===== src/rtl/motor_serial_rx.sv =====
// 8N1 serial receiver that decodes each good byte into signed speed commands for two motors.
// Optional link watchdog is compiled in with `define MOTOR_RX_WATCHDOG_EN.
`timescale 1ns/1ps
module motor_serial_rx #(
  parameter int unsigned CLK_FREQ       = 50_000_000,
  parameter int unsigned BAUD           = 9600,
  parameter int unsigned TIMEOUT_CYCLES = 25_000_000
) (
  input  logic              clk,
  input  logic              reset_n,
  input  logic              uart_in,
  output logic              byte_valid,
  output logic [7:0]        byte_data,
  output logic              frame_err,
  output logic signed [6:0] m1_speed,
  output logic signed [6:0] m2_speed,
  output logic              link_ok
);

  localparam int unsigned CPB  = CLK_FREQ / BAUD;
  localparam int unsigned HALF = CPB / 2;
  localparam int unsigned CW   = $clog2(CPB) + 1;

  typedef enum logic [2:0] {S_IDLE, S_START, S_DATA, S_STOP, S_WAIT} state_e;

  state_e            state_q, state_d;
  logic              sync1_q, sync2_q, prev_q;
  logic [CW-1:0]     cnt_q, cnt_d;
  logic [2:0]        bit_q, bit_d;
  logic [7:0]        shift_q, shift_d;
  logic              byte_valid_q, frame_err_q, link_q, link_d;
  logic [7:0]        byte_data_q;
  logic signed [6:0] m1_q, m1_d, m2_q, m2_d;
  logic              tick, good_frame, bad_frame;
  logic [7:0]        diff1, diff2;

  always_ff @(posedge clk or negedge reset_n) begin
    if (!reset_n) begin
      state_q <= S_IDLE;
      sync1_q <= 1'b1;
      sync2_q <= 1'b1;
      prev_q  <= 1'b1;
      cnt_q   <= '0;
      bit_q   <= '0;
      shift_q <= '0;
    end else begin
      state_q <= state_d;
      sync1_q <= uart_in;
      sync2_q <= sync1_q;
      prev_q  <= sync2_q;
      cnt_q   <= cnt_d;
      bit_q   <= bit_d;
      shift_q <= shift_d;
    end
  end

  // Start bit is checked at its midpoint; every later bit one full bit period on.
  assign tick = (state_q == S_START) ? (cnt_q == CW'(HALF)) : (cnt_q == CW'(CPB - 1));

  always_comb begin
    state_d = state_q;
    cnt_d   = cnt_q + CW'(1);
    bit_d   = bit_q;
    shift_d = shift_q;
    unique case (state_q)
      S_IDLE: begin
        cnt_d = '0;
        if (prev_q && !sync2_q) state_d = S_START;
      end
      S_START: if (tick) begin
        cnt_d   = '0;
        bit_d   = '0;
        state_d = sync2_q ? S_IDLE : S_DATA;
      end
      S_DATA: if (tick) begin
        cnt_d   = '0;
        shift_d = {sync2_q, shift_q[7:1]};
        bit_d   = bit_q + 3'd1;
        if (bit_q == 3'd7) state_d = S_STOP;
      end
      S_STOP: if (tick) begin
        cnt_d   = '0;
        state_d = sync2_q ? S_IDLE : S_WAIT;
      end
      S_WAIT: begin
        cnt_d = '0;
        if (sync2_q) state_d = S_IDLE;
      end
      default: state_d = S_IDLE;
    endcase
  end

  assign good_frame = (state_q == S_STOP) && tick && sync2_q;
  assign bad_frame  = (state_q == S_STOP) && tick && !sync2_q;
  assign diff1      = shift_q - 8'd64;
  assign diff2      = shift_q - 8'd192;

`ifdef MOTOR_RX_WATCHDOG_EN
  localparam int unsigned SW = $clog2(TIMEOUT_CYCLES + 1);
  logic [SW-1:0] sil_q, sil_d;
  logic          timeout;

  assign timeout = (sil_q == SW'(TIMEOUT_CYCLES - 1));
  assign sil_d   = good_frame ? '0 : (timeout ? sil_q : sil_q + SW'(1));

  always_ff @(posedge clk or negedge reset_n) begin
    if (!reset_n) sil_q <= '0;
    else          sil_q <= sil_d;
  end
`endif

  always_comb begin
    m1_d   = m1_q;
    m2_d   = m2_q;
    link_d = link_q;
`ifdef MOTOR_RX_WATCHDOG_EN
    if (timeout) begin
      m1_d   = '0;
      m2_d   = '0;
      link_d = 1'b0;
    end
`endif
    if (good_frame) begin
      link_d = 1'b1;
      if (shift_q == 8'h00) begin
        m1_d = '0;
        m2_d = '0;
      end else if (!shift_q[7]) begin
        m1_d = diff1[6:0];
      end else begin
        m2_d = diff2[6:0];
      end
    end
  end

  always_ff @(posedge clk or negedge reset_n) begin
    if (!reset_n) begin
      byte_valid_q <= 1'b0;
      frame_err_q  <= 1'b0;
      byte_data_q  <= '0;
      m1_q         <= '0;
      m2_q         <= '0;
      link_q       <= 1'b0;
    end else begin
      byte_valid_q <= good_frame;
      frame_err_q  <= bad_frame;
      if (good_frame) byte_data_q <= shift_q;
      m1_q         <= m1_d;
      m2_q         <= m2_d;
      link_q       <= link_d;
    end
  end

  assign byte_valid = byte_valid_q;
  assign frame_err  = frame_err_q;
  assign byte_data  = byte_data_q;
  assign m1_speed   = m1_q;
  assign m2_speed   = m2_q;
  assign link_ok    = link_q;

endmodule


===== config.mk =====
export PLATFORM = sky130hd
export DESIGN_NAME = motor_serial_rx
export DESIGN_NICKNAME = d
export VERILOG_FILES = /design/src/rtl/motor_serial_rx.sv
export SDC_FILE = /design/constraint.sdc
export NUM_CORES = 1
export LEC_CHECK = 0
export ABC_CLOCK_PERIOD_IN_PS = 2400
export CAP_MARGIN = 0
export CORE_ASPECT_RATIO = 1.5
export CORE_MARGIN = 5
export CORE_UTILIZATION = 25
export DETAILED_ROUTE_END_ITERATION = 6
export PLACE_DENSITY = 0.45
export RECOVER_POWER = 25
export SYNTH_ARGS = -nofsm -noshare
export SYNTH_HDL_FRONTEND = slang
export SYNTH_SLANG_ARGS = --single-unit

===== constraint.sdc =====
create_clock -name clk -period 2.4 [get_ports clk]
set_input_delay 0.48 -clock clk [delete_from_list [all_inputs] [get_ports clk]]
set_output_delay 0.48 -clock clk [all_outputs]
set_load 0.01 [all_outputs]

==> flow_summary_export.csv, run 1 <==
group,metric,value,unit
yosys,post_synth_inst_count,205,
yosys,yosys.cell_count.top_type,"dfrtp_1",
global_route,grt_first_pass_wirelength,10300,microns
worst_setup_path,worst_reg2reg_endpoint,"cnt_q[1]",
power,clkPwrFrac,0.342,
global_route,overflow_left_after_global_routing,0,
sta,setup-tns-final,0,ps
cts,cts_resized,0,
yosys,synth.largest_area_cell,"dfrtp_1",
sta,finalClockSkew,7.31,ps
route,drt-initial-drc-count,64,
worst_setup_path,worst-path-max-fanout,14,
sta,post-route-min-period,2240,ps
sta,final_slew_viol_count,0,
yosys,synthSimpleGateAreaFrac,0.152,
sta,grt_setup_unrepaired,"false",
cts,cts_htree_levels,2,
worst_setup_path,ff2ff_path_depth,5,
cts,holdBufCountCts,0,
placement,globalplace.congestion,0.773,
yosys,register_area_share_after_synthesis,0.546,
global_route,grt_start_max_net_pins,38,
hold_path,whs_endpoint,"sync2_q",
cts,postCtsSetupRepairBufs,0,
floorplan,die_height,134,microns
route,routed_wire_length_per_instance,16.5,microns
route,routed-via-count,1778,
yosys,synthArstFlopShare,1.00,
cts,clk_pin_slew,70,ps
power,vdd_drop_max,0.000320,V
yosys,syn_avg_cell_area,12.6,sq um
route,detailedRoute.firstPassIterationCount,4,
sta,worst_slew_pin_slew,963,ps
yosys,synth_top_area_share,0.515,
global_route,grt_util_all_layers,0.104,
floorplan,boundaryPins,28,
hold_path,hold_depth,0,
route,ant_nets,0,
cts,cts-root-buf,"clkbuf_16",
worst_setup_path,setup.worst_path.class,"reg2reg",
hold_path,hold_path_class,"reg2reg",
yosys,synth_edf_count,0,
sta,timing_hold_violations_final,0,
route,detail_route.wirelength,6030,microns
finish,design_area,3220,sq um
power,seqPwrFrac,0.494,
yosys,fraction_of_synthesized_area_in_multiplexers,0.131,
power,power_density,676,nW/um^2
yosys,area_fraction_in_compound_gates_after_synthesis,0.0919,
power,power_switching_share,0.291,
sta,timing.max_slew.rel_slack,0.358,
placement,detailed_place_hpwl,4410,microns
worst_setup_path,critPathCaptureType,"register",
power,switchingPower,0.633,mW
yosys,syn_area,2570,sq um
yosys,synth_nets,211,
yosys,unique_masters_post_synth,46,
worst_setup_path,cp.arrival,2390,ps
yosys,xor_xnor_cell_area_share_of_the_yosys_netlist,0.0408,
sta,finalSetupViolations,0,
cts,cts_tree,"done",
floorplan,initial_standard_cell_utilization_of_the_core,0.255,
placement,place.port_buffers,27,
yosys,post_synth_most_frequent_cells,"dfrtp_1, mux2_2, nor3_1",
floorplan,design.core.area,10100,sq um
hold_path,min_from,"sync1_q",
outcome,run_status,"completed",
placement,post_dp_cell_area,3080,sq um
yosys,synth_top_family_by_area,"simple AND/OR/NAND/NOR gates",
power,power.leakage,1.44,nW
run,cap_violations,0,
worst_setup_path,timing.reg2reg.setup_slack,160,ps
route,number_of_remaining_drc_errors,0,
route,viasPerCell,4.86,
worst_setup_path,worst-endpoint-required,2540,ps
global_route,number_of_global_route_vias_before_repair,1948,
floorplan,fp.dieArea,12500,sq um
finish,antennaDiodeCount,0,
yosys,ys.warnings.count,0,
power,part_of_the_total_power_dissipated_in_combinational_logic,0.164,
cts,clk-insertion-delay-late,300,ps
yosys,most_used_dff_post_synth,"dfrtp_1",
yosys,ys_seq_elements,56,
finish,fraction_of_final_layout_cells_with_drive_strength_greater_than_1,0.253,
cts,numCtsBuffers,5,
sta,max_freq,445,MHz
power,internal-power,1.55,mW
yosys,cells_taking_the_most_area_after_synthesis,"dfrtp_1, mux2_2, nor3_1, dfstp_2, xor2_1",
finish,flow.area_growth_from_synthesis,25.2,%
floorplan,num_rows,45,
global_route,antenna_violations_before_repair,0,
yosys,synth-adder-area-share,0.0146,
worst_setup_path,worst_r2r_startpoint,"cnt_q[11]",
cts,cts.sinks,56,
sta,layout_worst_path_cycle_share,0.935,
cts,cts.path.max_buffers,2,
floorplan,die-width,92.8,microns
finish,final_net_count,254,
worst_setup_path,element_type_at_the_critical_path_start,"register",
## cell families (layout without fill, tap and decap cells)
family                   count (synthesis)  after routing
adder cells (fa/ha/maj)                  3              3
multiplexers                            30             30
AND/OR/NAND/NOR                         66             66
XOR/XNOR                                12             12
flip-flops                              56             56
buffers and inverters                   13             57
AO/OA/AOI/OAI                           25             25
## worst max-delay path, stage by stage (launching register included)
cell and delay, ps:
dfrtp_1 430, or4b_4 550, or4_1 560, a211oi_2 240, buf_4 230, nor3b_1 70
## area by class of cell
cell class	count	area (sq um)
clock buffer	5	125
clock inverter	3	22.5
fill	1008	6860
inverter	6	22.5
multi-input combinational	136	1110
sequential	56	1410
tap	117	146
timing repair buffer	43	395
## per-stage QoR
| step | power [mW] | util | instances | hold slack (ps) | worst slack (ps) |
|---|---|---|---|---|---|
| 2_1_floorplan | 1.31 | - | 205 | 184 | 62.1 |
| 6_report | 2.18 | 0.320 | 366 | 362 | 155 |
| 3_3_place_gp | 1.45 | 0.305 | 358 | 346 | 168 |
| 5_1_grt | 2.31 | 0.320 | 366 | 367 | 17.3 |
| 4_1_cts | 2.22 | 0.320 | 366 | 248 | 129 |
| 3_5_place_dp | 1.46 | 0.305 | 358 | 348 | 158 |
## registers in the layout, summed over array words and instances (netlist names)
| signal | flops |
|---|---|
| cnt_q | 14 |
| byte_data | 8 |
| shift_q | 8 |
| m1_speed | 7 |
| m2_speed | 7 |
| bit_q | 3 |
| state_q | 3 |
| byte_valid | 1 |
| frame_err | 1 |
| link_ok | 1 |
| prev_q | 1 |
| sync1_q | 1 |
| sync2_q | 1 |
## routing by layer
metal  track usage  routed length, microns  vias to the layer above
met4        0.0269                      69                        0
met3        0.0236                     172                        7
li1              -                       -                      847
met5             0                       0                        -
met2         0.196                    3320                       27
met1         0.117                    2470                      897
## worst max path at each step
stage	startpoint	end	slack, ps	depth (start not counted)
after CTS	cnt_q[11]	cnt_q[1]	130	5
after detailed placement	cnt_q[11]	cnt_q[1]	160	5
final	cnt_q[11]	cnt_q[1]	160	5
after global routing	cnt_q[11]	cnt_q[7]	20	5
after global placement	cnt_q[11]	cnt_q[8]	170	5
after floorplan	cnt_q[3]	shift_q[0]	60	5
## placed cells by master (no fill, tap or decap), types with 5 or more instances in the layout
master and instances:
o2111ai_1 5, nor2_1 7, clkbuf_16 5, mux2_2 29, clkdlybuf4s50_1 26, dfrtp_1 53
xnor2_1 5, nor3_1 16, nand2_1 10, xor2_1 7, buf_4 14, nand4_1 5
inv_1 6, nand3_1 5
## power by group through the flow
| stage | clock [mW] | combinational (mW) | sequential [mW] |
|---|---|---|---|
| floorplan | 0 | 0.217 | 1.09 |
| global placement | 0 | 0.361 | 1.09 |
| detailed placement | 0 | 0.363 | 1.09 |
| CTS | 0.781 | 0.365 | 1.08 |
| global route | 0.815 | 0.408 | 1.09 |
| finish | 0.747 | 0.357 | 1.08 |
Note: power is estimated with default switching activity, not from simulation.
==> inputs of run 2 (changes only) <==
ABC_AREA = 1   (was not set)
ABC_CLOCK_PERIOD_IN_PS = 2860   (was 2400)
PLACE_DENSITY = 0.44   (was 0.45)
clock period = 2.86 ns   (was 2.4 ns; I/O delays follow)
==> run 2 against run 1 <==
Sequential share of layout area increased by 0.74 points. Synthesized cell count increased by 52%. Non-clock buffer count decreased by 15. Highest routed layer unchanged.
==> flow_summary_export.csv, run 2 <==
group,metric,value,unit
yosys,synth-adder-area-share,0.0144,
floorplan,fp.dieArea,12600,sq um
sta,post-route-min-period,2060,ps
finish,final_cells,479,
route,number_of_remaining_drc_errors,0,
finish,antennaDiodeCount,0,
floorplan,die_height,135,microns
placement,globalplace.congestion,0.836,
worst_setup_path,cell_chain_critical_path,"clkbuf_1, clkbuf_2",
power,part_of_the_total_power_dissipated_in_combinational_logic,0.133,
yosys,post_synth_most_frequent_cells,"nand2_1, dfrtp_1, inv_1",
worst_setup_path,worst-path-buf-inv,2,
cts,cts-root-buf,"clkbuf_16",
yosys,synthSimpleGateAreaFrac,0.294,
global_route,grt_util_all_layers,0.0989,
worst_setup_path,worst-path-max-fanout,30,
global_route,overflow_left_after_global_routing,0,
route,ant_nets,0,
yosys,synth.largest_area_cell,"dfrtp_1",
cts,clk-insertion-delay-late,300,ps
route,drt-initial-drc-count,84,
cts,holdBufCountCts,0,
route,detail_route.wirelength,5700,microns
yosys,synth_edf_count,0,
finish,fraction_of_final_layout_cells_with_drive_strength_greater_than_1,0.0651,
sta,fin_ws,802,ps
yosys,unique_masters_post_synth,26,
placement,place.port_buffers,27,
finish,largest_register_ffs,14,
worst_setup_path,worst-endpoint-required,3190,ps
cts,cts_tree,"done",
power,power_density,604,nW/um^2
power,power.total,1.91,mW
cts,cts_resized,0,
route,viasPerCell,4.19,
route,routed-via-count,2006,
sta,finalClockSkew,9.37,ps
yosys,synth_top_family_by_area,"simple AND/OR/NAND/NOR gates",
sta,worst_slew_pin_slew,1430,ps
cts,cts.path.max_buffers,2,
sta,timing_hold_violations_final,0,
yosys,area_fraction_in_compound_gates_after_synthesis,0.0307,
floorplan,die-width,93.4,microns
floorplan,num_rows,45,
global_route,grt_first_pass_wirelength,9850,microns
run,cap_violations,0,
placement,detailed_place_hpwl,4230,microns
floorplan,design.core.area,10200,sq um
yosys,syn_area,2610,sq um
yosys,synthArstFlopShare,1.00,
worst_setup_path,cp_slowest_stage_delay,1010,ps
worst_setup_path,critPathCaptureType,"asynchronous set/reset pin",
cts,clk_pin_slew,70,ps
yosys,ys_seq_elements,56,
worst_setup_path,element_type_at_the_critical_path_start,"input port",
yosys,syn_avg_cell_area,8.38,sq um
sta,timing.max_slew.rel_slack,0.0471,
floorplan,initial_standard_cell_utilization_of_the_core,0.256,
power,seqPwrFrac,0.461,
sta,layout_worst_path_cycle_share,0.720,
power,internal-power,1.40,mW
hold_path,hold_path_class,"reg2reg",
sta,max_freq,486,MHz
outcome,run_status,"completed",
yosys,cells_taking_the_most_area_after_synthesis,"dfrtp_1, nand2_1, inv_1, nand4_1, nor2_1",
finish,most_frequent_cells_in_the_layout,"nand2_1, dfrtp_1, inv_1",
sta,grt_setup_unrepaired,"false",
cts,postCtsSetupRepairBufs,0,
global_route,number_of_global_route_vias_before_repair,2048,
placement,post_place_setup_slack,883,ps
cts,numCtsBuffers,5,
yosys,register_area_share_after_synthesis,0.539,
sta,final_slew_viol_count,0,
power,vdd_drop_max,0.000302,V
finish,flow.area_growth_from_synthesis,21.5,%
finish,most_common_cell_after_layout_fill_and_taps_aside,"nand2_1",
sta,finalSetupViolations,0,
yosys,ys.warnings.count,0,
yosys,synth_nets,317,
worst_setup_path,setup.worst_path.class,"in2async",
yosys,synth_top_area_share,0.509,
power,power.leakage,1.57,nW
worst_setup_path,cp.arrival,2390,ps
global_route,antenna_violations_before_repair,0,
yosys,xor_xnor_cell_area_share_of_the_yosys_netlist,0.0336,
finish,final_net_count,344,
global_route,grt_start_max_net_pins,31,
worst_setup_path,critical_path.top_delay_family,"buffers and inverters",
power,power_switching_share,0.269,
cts,cts_htree_levels,2,
cts,cts.sinks,56,
route,detailedRoute.firstPassIterationCount,4,
sta,setup-tns-final,0,ps
floorplan,boundaryPins,28,
power,clkPwrFrac,0.406,
finish,register_ranked_first_by_flip_flop_count,"cnt_q",
placement,dp_cell_count,472,
power,switchingPower,0.514,mW
yosys,most_used_dff_post_synth,"dfrtp_1",
worst_setup_path,cp_slowest_cell,"clkbuf_1",
yosys,yosys.cell_count.top_type,"nand2_1",
yosys,fraction_of_synthesized_area_in_multiplexers,0,
yosys,post_synth_inst_count,311,
route,routed_wire_length_per_instance,11.9,microns
## run 2: changes by cell type in the layout (fill, tap and decap cells not counted), sizes merged, moves of 11 or more
cell,before,now
inv,7,43
buf,16,0
nand3,5,16
mux2,29,0
o21ai,3,14
nand4,5,21
nand2,10,98
nor3,16,1
nor2,7,38
## run 2: through the flow
step                utilization  cell area, sq um  hold WS [ps]
floorplan                     -              2610           276
global placement          0.294              3000           347
detailed placement        0.294              3000           348
CTS                       0.313              3190           303
global route              0.311              3170           366
finish                    0.311              3170           363
## run 2: kinds of logic (layout without fill, tap and decap cells)
family	after synthesis	count (layout)
AOI/OAI and AO/OA	15	15
xor gates and xnor gates	10	10
adders and majority gates	3	3
buffers and inverters	51	78
DFF	56	56
and+or+nand+nor	176	176
## run 2: path summary, 6_finish.rpt
check | start | to | slack (ps) | cells after the start
max | reset_n | cnt_q[6] | 800 | 2
min | sync1_q | sync2_q | 360 | 0
max reg2reg | state_q[2] | byte_data[2] | 880 | 9
min reg2reg | sync1_q | sync2_q | 360 | 0
max in group clk | state_q[2] | byte_data[2] | 880 | 9
min in group asynchronous | reset_n | m1_speed[1] | 590 | 1
## run 2: layout make-up
cell class / instances / area, sq um
Tap cell: 141 / 176
Fill cell: 1084 / 7020
Clock inverter: 2 / 60.1
Timing Repair Buffer: 28 / 269
Sequential cell: 56 / 1410
Clock buffer: 5 / 125
Multi-Input combinational cell: 204 / 972
Inverter: 43 / 161
## run 2: layer usage
metal  up-vias  wire length [microns]  track usage  share of wire
met3        12                    218       0.0217          0.038
met5         -                      0            0              0
met4         0                    174       0.0522          0.031
met2        46                   2960        0.178           0.52
li1       1023                      -            -              -
met1       925                   2350        0.106           0.41
## run 2: power by group through the flow
stage / logic (mW) / registers (mW) / clock network (mW)
after floorplan: 0.229 / 0.869 / 0
after global placement: 0.262 / 0.897 / 0
after detailed placement: 0.262 / 0.897 / 0
after CTS: 0.262 / 0.882 / 0.813
after global routing: 0.293 / 0.889 / 0.845
final: 0.255 / 0.882 / 0.777
## run 2: worst register-to-register path: cells and delay by family (launching register included)
kind                   cells  cell delay (ps)
AND/OR/NAND/NOR            7             1140
flip-flops                 1              510
buffers and inverters      1              120
AO/OA/AOI/OAI              1               90
==> inputs of run 3 (changes only) <==
ABC_CLOCK_PERIOD_IN_PS = 2100   (was 2860)
clock period = 2.1 ns   (was 2.86 ns; I/O delays follow)
==> run 3 against run 2 <==
First-iteration DRC count grew 29%. Final cell count is 1.7% higher. Hold slack got worse by 120 ps. Global-route usage grew 0.12 points. Combinational power rose by 47%. Utilization rose by 0.39 points. Design area rose by 1.3%. Sequential power grew 36%. Clock skew shrank 1.0 ps. Largest power group unchanged. Sequential share of layout area shrank 0.55 points. Critical endpoint is now byte_data[0].
==> flow_summary_export.csv, run 3 (synthesized netlist as in run 2, its figures left out) <==
group,metric,value,unit
global_route,overflow_left_after_global_routing,0,
route,drt-initial-drc-count,108,
floorplan,initial_standard_cell_utilization_of_the_core,0.256,
sta,finalClockSkew,8.35,ps
sta,timing.max_slew.rel_slack,0.366,
route,routed_wire_length_per_instance,12.0,microns
power,power.total,2.54,mW
worst_setup_path,worst-endpoint-required,2280,ps
cts,clk-insertion-delay-late,300,ps
route,routed-via-count,2042,
cts,cts.sinks,56,
sta,post-route-min-period,1880,ps
floorplan,die_height,135,microns
placement,dp_cell_count,479,
worst_setup_path,worst-path-buf-inv,1,
placement,globalplace.congestion,0.862,
cts,clk_pin_slew,80,ps
finish,final_net_count,351,
sta,worst_slew_pin_slew,951,ps
hold_path,hold_path_class,"in2async",
power,power_density,790,nW/um^2
cts,cts_tree,"done",
finish,antennaDiodeCount,0,
route,detailedRoute.firstPassIterationCount,4,
sta,layout_worst_path_cycle_share,0.896,
run,cap_violations,0,
worst_setup_path,crit_top_cell,"nand2_1",
worst_setup_path,cp_slowest_cell,"dfrtp_1",
worst_setup_path,setup.worst_path.class,"reg2reg",
global_route,grt_first_pass_wirelength,9850,microns
sta,finalSetupViolations,0,
finish,register_ranked_first_by_flip_flop_count,"cnt_q",
floorplan,design.core.area,10200,sq um
route,number_of_remaining_drc_errors,0,
sta,final_slew_viol_count,0,
global_route,number_of_global_route_vias_before_repair,2062,
cts,cts_htree_levels,2,
cts,cts.path.max_buffers,2,
global_route,antenna_violations_before_repair,0,
sta,fin_ws,218,ps
cts,cts_resized,0,
sta,setup-tns-final,0,ps
placement,detailed_place_hpwl,4440,microns
global_route,grt_util_all_layers,0.100,
cts,holdBufCountCts,0,
finish,flow.area_growth_from_synthesis,23.1,%
floorplan,die-width,93.4,microns
floorplan,num_rows,45,
floorplan,boundaryPins,28,
worst_setup_path,cp.arrival,2060,ps
worst_setup_path,worst-path-max-fanout,16,
outcome,run_status,"completed",
placement,post_dp_cell_area,3050,sq um
worst_setup_path,element_type_at_the_critical_path_start,"register",
finish,fraction_of_final_layout_cells_with_drive_strength_greater_than_1,0.0867,
finish,final_cells,487,
worst_setup_path,critPathCaptureType,"register",
power,power.leakage,1.60,nW
finish,largest_register_ffs,14,
route,detail_route.wirelength,5840,microns
finish,design_area,3210,sq um
finish,most_frequent_cells_in_the_layout,"nand2_1, dfrtp_1, inv_1",
placement,post_place_setup_slack,215,ps
placement,place.port_buffers,27,
worst_setup_path,critical_path.top_delay_family,"simple AND/OR/NAND/NOR gates",
sta,grt_setup_unrepaired,"false",
route,ant_nets,0,
floorplan,fp.dieArea,12600,sq um
worst_setup_path,cp_slowest_stage_delay,510,ps
cts,cts-root-buf,"clkbuf_16",
power,vdd_drop_max,0.000343,V
sta,max_freq,531,MHz
finish,most_common_cell_after_layout_fill_and_taps_aside,"nand2_1",
cts,numCtsBuffers,5,
route,viasPerCell,4.19,
finish,n_fill_cell,1080,
global_route,grt_start_max_net_pins,28,
cts,postCtsSetupRepairBufs,0,
worst_setup_path,cell_chain_critical_path,"inv_2, nand3_1, nand3_1, nand2_1, nand2_1, nor2_4, nand2_2, nand2_1, o21ai_0",
sta,timing_hold_violations_final,0,
-- run 3: changes by cell type in the layout (fill, tap and decap cells not counted), sizes merged --
cell / change
clkinv: +2
dlygate4sd3: -1
buf: +7
bufinv: -1
clkdlybuf4s50: +1
-- run 3: layout make-up --
class                      instances  area (sq um)  area share
clock buffer                       5           125      0.0390
multi-input combinational        204           972       0.303
inverter                          43           161      0.0503
sequential                        56          1410       0.438
tap                              141           176      0.0550
clock inverter                     3          47.5      0.0148
timing repair buffer              35           322       0.100
-- run 3: per-stage QoR --
step,utilization,hold WS (ps)
after global routing,0.315,331
after global placement,0.300,346
after floorplan,-,124
final,0.315,240
after detailed placement,0.300,352
after CTS,0.317,63.2
-- run 3: path summary, 6_finish.rpt --
path	cells after the start	start	to	slack (ps)
max in group asynchronous	2	reset_n	frame_err	670
min in group clk	0	sync1_q	sync2_q	360
hold reg to reg	0	sync1_q	sync2_q	360
hold / removal	1	reset_n	byte_data[7]	240
setup / recovery	9	state_q[2]	byte_data[0]	220
setup reg to reg	9	state_q[2]	byte_data[0]	220
-- run 3: power by group --
group / internal [mW] / switching [mW]
combinational: 0.123 / 0.253
clock: 0.567 / 0.389
sequential: 1.13 / 0.0767
-- run 3: metal layers --
metal,track usage,up-vias,routed length [microns]
li1,-,1040,-
met2,0.198,33,3290
met3,0.0206,7,204
met1,0.0996,962,2230
met4,0.0359,0,110
met5,0,-,0
